`src/rtl/freq_pkg.sv`:
```
// Shared definitions for the frequency sweep / generator / counter bench path:
// state encoding, 1 ms prescaler divisor, half-period clamp and default clock rate.
package freq_pkg;

  localparam int CLK_HZ_DEFAULT = 25_000_000;

  // Clamp arithmetic is done at this fixed width; half-period widths up to 32 bits are supported.
  localparam int HP_MAX_W = 32;

  localparam logic [1:0] S_IDLE  = 2'd0;
  localparam logic [1:0] S_DWELL = 2'd1;
  localparam logic [1:0] S_DONE  = 2'd2;

  typedef enum logic [1:0] {
    ST_IDLE  = S_IDLE,
    ST_DWELL = S_DWELL,
    ST_DONE  = S_DONE
  } sweep_state_t;

  function automatic int ms_div(input int clk_hz);
    return (clk_hz < 1000) ? 1 : clk_hz / 1000;
  endfunction

  // Clamp a stepped half-period to the sweep end point; val carries two guard bits so it never wraps.
  function automatic logic [HP_MAX_W-1:0] hp_clamp(input logic signed [HP_MAX_W+1:0] val,
                                                   input logic [HP_MAX_W-1:0]        lim,
                                                   input logic                       down);
    logic signed [HP_MAX_W+1:0] lim_s;
    lim_s = signed'({2'b00, lim});
    if (down ? (val <= lim_s) : (val >= lim_s))
      return lim;
    else
      return val[HP_MAX_W-1:0];
  endfunction

endpackage

```
`src/rtl/ms_tick_gen.sv`:
```
// 1 ms prescaler with synchronous clear. The clear cycle counts as the first cycle of a
// new millisecond, so the k-th tick lands exactly k*MS_DIV-1 cycles after the clear.
module ms_tick_gen
  import freq_pkg::*;
#(
  parameter int MS_DIV = 25_000
) (
  input  logic i_Clk,
  input  logic i_Reset,
  input  logic i_Clr,
  output logic o_Tick
);

  localparam int CNT_W = (MS_DIV > 1) ? $clog2(MS_DIV) : 1;
  localparam logic [CNT_W-1:0] LAST  = CNT_W'(MS_DIV - 1);
  localparam logic [CNT_W-1:0] FIRST = (MS_DIV > 1) ? CNT_W'(1) : '0;

  logic [CNT_W-1:0] cnt;

  always_comb begin
    o_Tick = i_Clr ? (MS_DIV == 1) : (cnt == LAST);
  end

  always_ff @(posedge i_Clk) begin
    if (i_Reset)
      cnt <= '0;
    else if (i_Clr)
      cnt <= FIRST;
    else if (cnt == LAST)
      cnt <= '0;
    else
      cnt <= cnt + 1'b1;
  end

endmodule

```
`src/rtl/freq_sweep_ctrl.sv`:
```
// Linear half-period sweep sequencer for the square-wave generator, dwelling a programmable
// number of ms per point. Define FREQ_SWEEP_CTRL_LOOP_EN to repeat the sweep until aborted.
module freq_sweep_ctrl
  import freq_pkg::*;
#(
  parameter int CLK_HZ  = CLK_HZ_DEFAULT,
  parameter int HP_W    = 24,
  parameter int DWELL_W = 16,
  parameter int IDX_W   = 16
) (
  input  logic               i_Clk,
  input  logic               i_Reset,
  input  logic               i_Start,
  input  logic               i_Abort,
  input  logic [HP_W-1:0]    i_Start_HP,
  input  logic [HP_W-1:0]    i_Stop_HP,
  input  logic [HP_W-1:0]    i_Step_HP,
  input  logic [DWELL_W-1:0] i_Dwell_Ms,
  output logic [HP_W-1:0]    o_Half_Period,
  output logic               o_Load,
  output logic               o_Gen_En,
  output logic               o_Busy,
  output logic               o_Done,
  output logic               o_Error,
  output logic [IDX_W-1:0]   o_Index
);

  localparam int MS_DIV = ms_div(CLK_HZ);

  sweep_state_t state;

  logic [HP_W-1:0]    stop_hp_l;
  logic [HP_W-1:0]    step_hp_l;
  logic [DWELL_W-1:0] dwell_m1_l;
  logic               down_l;
`ifdef FREQ_SWEEP_CTRL_LOOP_EN
  logic [HP_W-1:0]    start_hp_l;
`endif

  logic [DWELL_W-1:0] ms_cnt;
  logic [DWELL_W-1:0] ms_base;
  logic               tick;
  logic               expire;
  logic               at_stop;
  logic               start_ok;
  logic [HP_MAX_W-1:0]        cur_x;
  logic [HP_MAX_W-1:0]        step_x;
  logic [HP_MAX_W-1:0]        stop_x;
  logic signed [HP_MAX_W+1:0] sum_s;
  logic [HP_W-1:0]            next_hp;

  function automatic logic [IDX_W-1:0] idx_sat_inc(input logic [IDX_W-1:0] v);
    return (&v) ? v : v + 1'b1;
  endfunction

  ms_tick_gen #(
    .MS_DIV (MS_DIV)
  ) u_ms_tick (
    .i_Clk   (i_Clk),
    .i_Reset (i_Reset),
    .i_Clr   (o_Load),
    .o_Tick  (tick)
  );

  // The ms count restarts on each load cycle, including a tick that falls on it.
  always_comb begin
    ms_base  = o_Load ? '0 : ms_cnt;
    expire   = (state == ST_DWELL) && tick && (ms_base == dwell_m1_l);
    at_stop  = (o_Half_Period == stop_hp_l) || (step_hp_l == '0);
    start_ok = (state == ST_IDLE) && i_Start && !i_Abort &&
               (i_Start_HP != '0) && (i_Stop_HP != '0);
    cur_x    = HP_MAX_W'(o_Half_Period);
    step_x   = HP_MAX_W'(step_hp_l);
    stop_x   = HP_MAX_W'(stop_hp_l);
    sum_s    = down_l ? signed'({2'b00, cur_x}) - signed'({2'b00, step_x})
                      : signed'({2'b00, cur_x}) + signed'({2'b00, step_x});
    next_hp  = HP_W'(hp_clamp(sum_s, stop_x, down_l));
  end

  // Sweep configuration is captured once per accepted start and held for the whole sweep.
  always_ff @(posedge i_Clk) begin
    if (start_ok) begin
      stop_hp_l  <= i_Stop_HP;
      step_hp_l  <= i_Step_HP;
      dwell_m1_l <= (i_Dwell_Ms == '0) ? '0 : i_Dwell_Ms - 1'b1;
      down_l     <= (i_Stop_HP < i_Start_HP);
`ifdef FREQ_SWEEP_CTRL_LOOP_EN
      start_hp_l <= i_Start_HP;
`endif
    end
  end

  always_ff @(posedge i_Clk) begin
    if (i_Reset) begin
      state         <= ST_IDLE;
      o_Half_Period <= '0;
      o_Load        <= 1'b0;
      o_Gen_En      <= 1'b0;
      o_Busy        <= 1'b0;
      o_Done        <= 1'b0;
      o_Error       <= 1'b0;
      o_Index       <= '0;
      ms_cnt        <= '0;
    end else begin
      o_Load <= 1'b0;
      o_Done <= 1'b0;
      ms_cnt <= ms_base + DWELL_W'(tick);
      case (state)
        ST_IDLE: begin
          if (i_Start && !i_Abort) begin
            if ((i_Start_HP == '0) || (i_Stop_HP == '0)) begin
              o_Error <= 1'b1;
            end else begin
              o_Error       <= 1'b0;
              o_Half_Period <= i_Start_HP;
              o_Load        <= 1'b1;
              o_Gen_En      <= 1'b1;
              o_Busy        <= 1'b1;
              o_Index       <= '0;
              state         <= ST_DWELL;
            end
          end
        end
        ST_DWELL: begin
          if (i_Abort) begin
            state    <= ST_IDLE;
            o_Busy   <= 1'b0;
            o_Gen_En <= 1'b0;
          end else if (expire) begin
            if (at_stop) begin
`ifdef FREQ_SWEEP_CTRL_LOOP_EN
              o_Half_Period <= start_hp_l;
              o_Load        <= 1'b1;
              o_Index       <= '0;
`else
              state    <= ST_DONE;
              o_Done   <= 1'b1;
              o_Busy   <= 1'b0;
              o_Gen_En <= 1'b0;
`endif
            end else begin
              o_Half_Period <= next_hp;
              o_Load        <= 1'b1;
              o_Index       <= idx_sat_inc(o_Index);
            end
          end
        end
        ST_DONE: begin
          state <= ST_IDLE;
        end
        default: begin
          state <= ST_IDLE;
        end
      endcase
    end
  end

endmodule

```
`config.mk`:
```
export PLATFORM = sky130hd
export DESIGN_NAME = freq_sweep_ctrl
export DESIGN_NICKNAME = d
export VERILOG_FILES = /design/src/rtl/freq_pkg.sv /design/src/rtl/ms_tick_gen.sv /design/src/rtl/freq_sweep_ctrl.sv
export SDC_FILE = /design/constraint.sdc
export NUM_CORES = 1
export LEC_CHECK = 0
export CAP_MARGIN = 20
export CORE_AREA = 2 2 143 145
export CTS_CLUSTER_DIAMETER = 50
export DETAILED_ROUTE_END_ITERATION = 16
export DIE_AREA = 0 0 145 147
export PLACE_DENSITY = 0.76
export SLEW_MARGIN = 20
export SYNTH_ARGS = -nofsm -noshare
export SYNTH_HDL_FRONTEND = slang
export SYNTH_SLANG_ARGS = --single-unit
```
`constraint.sdc`:
```
create_clock -name i_Clk -period 10.1 [get_ports i_Clk]
set_input_delay 2.02 -clock i_Clk [delete_from_list [all_inputs] [get_ports i_Clk]]
set_output_delay 2.02 -clock i_Clk [all_outputs]
set_load 0.01 [all_outputs]
```
==> impl_metrics.csv, run 1 <==
group,metric,value,unit
timing,fmax,0.183,GHz
final_layout,regArea,0.00349,sq mm
clock_tree,cts_root_buffer,"clkbuf_16",
pwr,clock_power_share,0.392,
final_layout,multiInputGateArea,0.00620,sq mm
pwr,p_seq_frac,0.390,
timing,clock_skew,0.00832,ns
setup_path,end_kind,"flip-flop",
route,route.detailed.drc,0,
final_layout,layout_commonest_cell,"clkdlybuf4s50_1",
place,dp_cells,1556,
grt,grt_max_degree,67,
final_layout,area_delta_synth_final,21.2,%
timing,post-route-min-period,5.46,ns
floorplanning,die_height,147,um
min_path,min_path_type,"reg2reg",
setup_path,cpLargestDelayFamily,"compound AO/OA/AOI/OAI gates",
clock_tree,cts_hold_buf,0,
clock_tree,numClockSinks,142,
clock_tree,cts-buffers-inserted,17,
logic_synthesis,synth_seq_cells,142,
timing,tightest_slew,1.08,ns
setup_path,cp_data_arrival_time,5.78,ns
timing,rsz0062_at_grt,"no",
setup_path,cpMaxStageDelayCell,"dfxtp_1",
setup_path,crit_fanout,29,
clock_tree,clockBufferDepth,2,
setup_path,cp_cell_sequence,"ha_1 > nor2b_1 > o311a_1 > o21ai_0 > a311oi_1 > o31ai_1 > o31ai_1 > o211ai_1 > xnor2_1 > ha_1 > a2111oi_0 > o21ai_0 > a21oi_1 > o21ai_0 > o21a_1 > a221oi_4 > buf_4 > nor2_1 > a211oi_1 > o21ai_0",
route,wl,29600,um
grt,grt_pass1_vias,9062,
timing,worst_slack,4.64,ns
logic_synthesis,synth_seq_area_share,0.340,
final_layout,final-instance-count-excl-fill,1589,
final_layout,drive_gt1_frac,0.0432,
pwr,intPower,0.00116,W
route,via_per_inst,5.93,
timing,finalHoldViolCount,0,
pwr,vdd_ir_drop_max,0.000129,V
grt,overflow,0,
route,antenna_left,0,
floorplanning,ios,137,
pwr,powerDensity,134,mW/mm^2
floorplanning,die_area,0.0213,sq mm
clock_tree,clk_latency,0.43,ns
final_layout,fin_nets,1500,
status,outcome,"complete, no violations",
final_layout,layout_common_cells,"clkdlybuf4s50_1 (136), nor2_1 (123), inv_1 (108)",
clock_tree,postCtsSetupBuffers,0,
place,dp_hpwl,22700,um
floorplanning,core_region_area,0.0198,sq mm
logic_synthesis,synth_area,0.0103,sq mm
timing,relSlewSlack,0.281,
setup_path,startpoint_type,"flip-flop",
route,wire_per_inst,18.6,um
job,drv_cap,0,
place,dpl_worst_slack,4.39,ns
logic_synthesis,synth-async-reset-ratio,0,
pwr,p_leak,4.97,nW
setup_path,slowest_delay,0.56,ns
logic_synthesis,syn_inst,1186,
logic_synthesis,synth_fp_nets,1380,
floorplanning,start_util,0.518,
logic_synthesis,syn_avg_cell_area,8.66,sq um
route,first_iter_violations,779,
timing,drv_slew,0,
pwr,finalPower,0.00166,W
route,vias,9415,
final_layout,diodes,0,
logic_synthesis,yosysWarnings,0,
timing,finalSetupViolations,0,
clock_tree,cts_tree,"yes",
logic_synthesis,synthFlopType,"dfxtp_1",
final_layout,fillCellCount,1667,
floorplanning,rows,52,
pwr,sw_frac_of_total,0.305,
logic_synthesis,synth_edf_count,65,
place,gp_congestion,0.922,
setup_path,crit_top_cell,"o21ai_0",
pwr,p_comb_frac,0.217,
logic_synthesis,yosysUniqueCellTypes,67,
setup_path,worstPathRequired,10.42,ns
floorplanning,die_x,145,um
place,port_buffers,136,
timing,finalSetupTns,0,ns
setup_path,cp_num_buf_inv,1,
grt,grt_first_pass_wirelength,47500,um
setup_path,critical_path_class,"reg2reg",
route,first_pass_iters,5,
clock_tree,clkSlewWorstSetupHoldPaths,0.07,ns
grt,antenna_found_initial,0,
timing,finalCritPeriodShare,0.541,
pwr,p_switching,0.000508,W
grt,track_usage,0.281,
clock_tree,h-tree-depth,4,
clock_tree,cts_resized,0,
## power by group through the flow
stage,logic (W),registers (W),clock network (W)
2_1_floorplan,0.000228,0.000654,0
3_3_place_gp,0.000347,0.000660,0
3_5_place_dp,0.000352,0.000661,0
4_1_cts,0.000355,0.000648,0.000659
5_1_grt,0.000394,0.000651,0.000684
6_report,0.000361,0.000649,0.000652
## cells by family (layout without fill, tap and decap cells)
group,Yosys count,after routing,synth area share
AND/OR/NAND/NOR,406,406,0.203
flip-flops,142,142,0.340
AO/OA/AOI/OAI,262,262,0.163
adder cells (fa/ha/maj),102,102,0.126
multiplexers,25,25,0.0248
XOR/XNOR,99,99,0.0844
buffers and inverters,150,283,0.0587
## path summary, 6_finish.rpt
check                           slack, ns         startpoint  cells after the start                end
worst min-delay path                 0.50  u_ms_tick.cnt[13]                      2  u_ms_tick.cnt[13]
worst max-delay path                 4.64   o_Half_Period[1]                     20  o_Half_Period[16]
worst max register to register       4.64   o_Half_Period[1]                     20  o_Half_Period[16]
worst min register to register       0.50  u_ms_tick.cnt[13]                      2  u_ms_tick.cnt[13]
## Yosys cell counts (3+ instances only)
master     number  share of area
a211oi_1        9         0.0066
mux2_2          4         0.0044
or2_2           5         0.0030
nor2_1        123          0.045
o21ai_0        57          0.028
xnor2_1        51          0.043
and2_1          5         0.0030
and3_1          8         0.0049
o21bai_1        7         0.0051
nor3_1         31          0.015
edfxtp_1       65           0.19
o311a_1         3         0.0029
a21o_1         15          0.011
o21a_1          7         0.0051
o22ai_1         6         0.0037
nand4b_1        3         0.0026
dfxtp_1        77           0.15
buf_1           3         0.0011
a221oi_1        6         0.0051
a22oi_1        16          0.012
buf_2          11         0.0054
nor4bb_1        4         0.0039
xor2_1         48          0.041
o31ai_1         6         0.0044
nand4_1        27          0.016
a21oi_1        69          0.034
nand3_1        36          0.018
o221ai_1        3         0.0026
nand2_1        56          0.020
nor3b_1         4         0.0029
ha_1          100           0.12
o32ai_1         5         0.0043
inv_1         109          0.040
nand2b_1       24          0.015
a31oi_1        10         0.0061
a2111oi_0       6         0.0051
mux2i_1        21          0.020
nor2b_1        19          0.012
o211ai_1       10         0.0073
and4_1          5         0.0043
or3_1          10         0.0061
buf_4           5         0.0037
nor4_1         34          0.021
clkbuf_1       21         0.0077
o21ai_1         9         0.0044
## state kept, by name, indices dropped and copies added (netlist names)
signal	cells
u_ms_tick.cnt	15
stop_hp_l	24
o_Load	1
o_Busy	1
step_hp_l	24
o_Done	1
o_Half_Period	24
down_l	1
dwell_m1_l	16
state	2
o_Index	16
o_Error	1
ms_cnt	16
## worst min-delay path: cells and delay by family (launching register included)
family | cells | cell delay (ns)
flops | 1 | 0.32
compound gates | 2 | 0.13
## per-stage QoR
| stage | hold slack [ns] | instance area [sq um] | utilization |
|---|---|---|---|
| finish | 0.503 | 12400 | 0.627 |
| global route | 0.534 | 12400 | 0.627 |
| CTS | 0.509 | 12400 | 0.627 |
| detailed placement | 0.490 | 11800 | 0.597 |
| global placement | 0.471 | 11800 | 0.597 |
| floorplan | 0.462 | 10300 | - |
## layout make-up
class,count,share of cell area
Tap cell,270,0.0271
Timing Repair Buffer,142,0.113
Clock inverter,15,0.0140
Clock buffer,17,0.0342
Sequential cell,142,0.281
Inverter,109,0.0329
Multi-Input combinational cell,894,0.498
## routing by layer
layer / up-vias / wire length (um) / track usage / share of wire
met2: 460 / 13600 / 0.460 / 0.46
met3: 78 / 2440 / 0.0581 / 0.083
li1: 4520 / - / - / -
met5: - / 0 / 0 / 0
met1: 4357 / 12400 / 0.363 / 0.42
met4: 0 / 1150 / 0.122 / 0.039
Power figures use the tool's default switching activity.
==> inputs of run 2 (changes only) <==
==> constraint.sdc (replaced) <==
create_clock -name i_Clk -period 5.1 [get_ports i_Clk]
set_input_delay 1.02 -clock i_Clk [delete_from_list [all_inputs] [get_ports i_Clk]]
set_output_delay 1.02 -clock i_Clk [all_outputs]
set_load 0.01 [all_outputs]
==> run 2 against run 1 <==
Net effect:
- total power is 110% higher
- setup slack worse by 4.5 ns
- sequential power is 97% higher
- flip-flop and latch count stayed put
- register-to-register slack worse by 4.5 ns
- maximum frequency is 9.5% higher
- combinational power is 130% higher
- first-iteration DRC count is 4.6% higher
- worst hold slack better by 0.0022 ns
- sequential share of layout area is 1.2 points lower
- clock skew is 0.0037 ns higher
- largest cell class unchanged
==> impl_metrics.csv, run 2 (synthesis gave the netlist of run 1 again) <==
group,metric,value,unit
clock_tree,cts_root_buffer,"clkbuf_16",
pwr,p_leak,5.26,nW
clock_tree,clockBufferDepth,2,
route,route.detailed.drc,0,
clock_tree,cts-buffers-inserted,17,
place,port_buffers,136,
route,first_iter_violations,815,
final_layout,layout_common_cells,"clkdlybuf4s50_1 (136), nor2_1 (123), inv_1 (108)",
route,antenna_left,0,
clock_tree,clkSlewWorstSetupHoldPaths,0.07,ns
pwr,vdd_ir_drop_max,0.000235,V
status,outcome,"complete, no violations",
grt,met1_usage,0.373,
timing,finalCritPeriodShare,0.978,
pwr,powerDensity,266,mW/mm^2
floorplanning,core_region_area,0.0198,sq mm
setup_path,crit_fanout,8,
final_layout,drive_gt1_frac,0.0930,
pwr,p_comb_frac,0.243,
final_layout,layout_commonest_cell,"clkdlybuf4s50_1",
grt,grt_max_degree,67,
timing,relSlewSlack,0.402,
floorplanning,rows,52,
setup_path,cp_data_arrival_time,5.32,ns
place,gp_congestion,0.962,
setup_path,rr_worst_depth,21,
floorplanning,start_util,0.518,
setup_path,worstPathRequired,5.43,ns
floorplanning,die_height,147,um
grt,antenna_found_initial,0,
grt,grt_first_pass_wirelength,50600,um
final_layout,final-instance-count-excl-fill,1636,
timing,worst_slack,0.112,ns
floorplanning,die_x,145,um
clock_tree,h-tree-depth,4,
final_layout,largest_registers,"o_Half_Period (24), step_hp_l (24), stop_hp_l (24)",
pwr,p_seq_frac,0.368,
timing,finalSetupViolations,0,
floorplanning,ios,137,
timing,finalHoldViolCount,0,
timing,fmax,0.200,GHz
timing,tightest_slew,0.897,ns
final_layout,diodes,0,
clock_tree,clk_latency,0.43,ns
timing,drv_slew,0,
timing,clock_skew,0.0120,ns
route,vias,9710,
place,dp_cells,1595,
setup_path,startpoint_type,"flip-flop",
grt,grt_use_met2,0.497,
route,wl,32700,um
floorplanning,die_area,0.0213,sq mm
min_path,holdPathStages,2,
pwr,p_switching,0.00104,W
clock_tree,cts_tree,"yes",
timing,post-route-min-period,4.99,ns
final_layout,area_delta_synth_final,26.8,%
pwr,intPower,0.00243,W
setup_path,critical_path_class,"reg2reg",
route,wire_per_inst,20.0,um
pwr,sw_frac_of_total,0.299,
place,dp_hpwl,24700,um
final_layout,fin_nets,1547,
pwr,clock_power_share,0.389,
route,first_pass_iters,7,
grt,grtUsageMet3,0.0640,
grt,grt_pass1_vias,9567,
route,via_per_inst,5.94,
place,dpl_worst_slack,-0.132,ns
final_layout,fillCellCount,1641,
grt,grt.busiest_layer,"met2",
grt,overflow,0,
clock_tree,numClockSinks,142,
job,drv_cap,0,
setup_path,end_kind,"flip-flop",
min_path,min_path_type,"reg2reg",
grt,track_usage,0.300,
## run 2: worst paths after layout
kind	from	to	slack (ns)
min reg2reg	o_Error	o_Error	0.51
min	o_Error	o_Error	0.51
max reg2reg	step_hp_l[16]	o_Half_Period[21]	0.11
max	step_hp_l[16]	o_Half_Period[21]	0.11
## run 2: cell type report
class	instances	area, sq um	share of cell area
repair buffers	189	1790	0.137
multi-input cells	894	6350	0.488
flip-flops and latches	142	3490	0.268
inverters	109	409	0.0314
well taps	270	338	0.0259
clock buffers	23	543	0.0417
clock inverters	9	103	0.00788
## run 2: worst max-delay path, stage by stage, from the launching register on
cell       delay, ns
edfxtp_1        0.43
inv_1           0.12
ha_4            0.23
or4_4           0.51
nor3_4          0.14
nand3_1         0.09
o311a_1         0.41
a21oi_1         0.35
a21oi_1         0.14
xor2_1          0.20
ha_1            0.34
nand4_1         0.22
nor3_2          0.25
nand2b_1        0.09
o21ai_1         0.19
o21a_1          0.21
a221oi_4        0.08
buf_12          0.16
buf_12          0.13
a2111oi_1       0.40
a21oi_1         0.08
o21a_1          0.11
## run 2: timing repair
item,in CTS,in global routing
pin swaps,0,10
buffers inserted,0,7
endpoints found under the setup margin,22,24
gates resized for setup,5,37
hold buffers,0,0
cloned,0,2
## run 2: power groups by stage
stage                     logic, W  registers (W)  clock network [W]
final                     0.000843        0.00128            0.00135
after global placement    0.000740        0.00130                  0
after detailed placement  0.000752        0.00130                  0
after global routing      0.000907        0.00128            0.00141
after CTS                 0.000766        0.00128            0.00137
after floorplan           0.000452        0.00130                  0
## run 2: routing by layer
layer / routed length, um / up-vias
met4: 1530 / 0
met2: 15300 / 422
met1: 13500 / 4590
li1: - / 4597
met3: 2320 / 101
met5: 0 / -
## run 2: through the flow
| step | power (W) | hold WS [ns] | cell area [sq um] | utilization | TNS, ns |
|---|---|---|---|---|---|
| after global routing | 0.00360 | 0.540 | 13000 | 0.656 | -0.302 |
| after detailed placement | 0.00205 | 0.468 | 12100 | 0.612 | -1.73 |
| after CTS | 0.00341 | 0.496 | 12800 | 0.646 | 0 |
| after global placement | 0.00204 | 0.454 | 12100 | 0.612 | 0 |
| final | 0.00347 | 0.505 | 13000 | 0.656 | 0 |
| after floorplan | 0.00175 | 0.462 | 10300 | - | 0 |
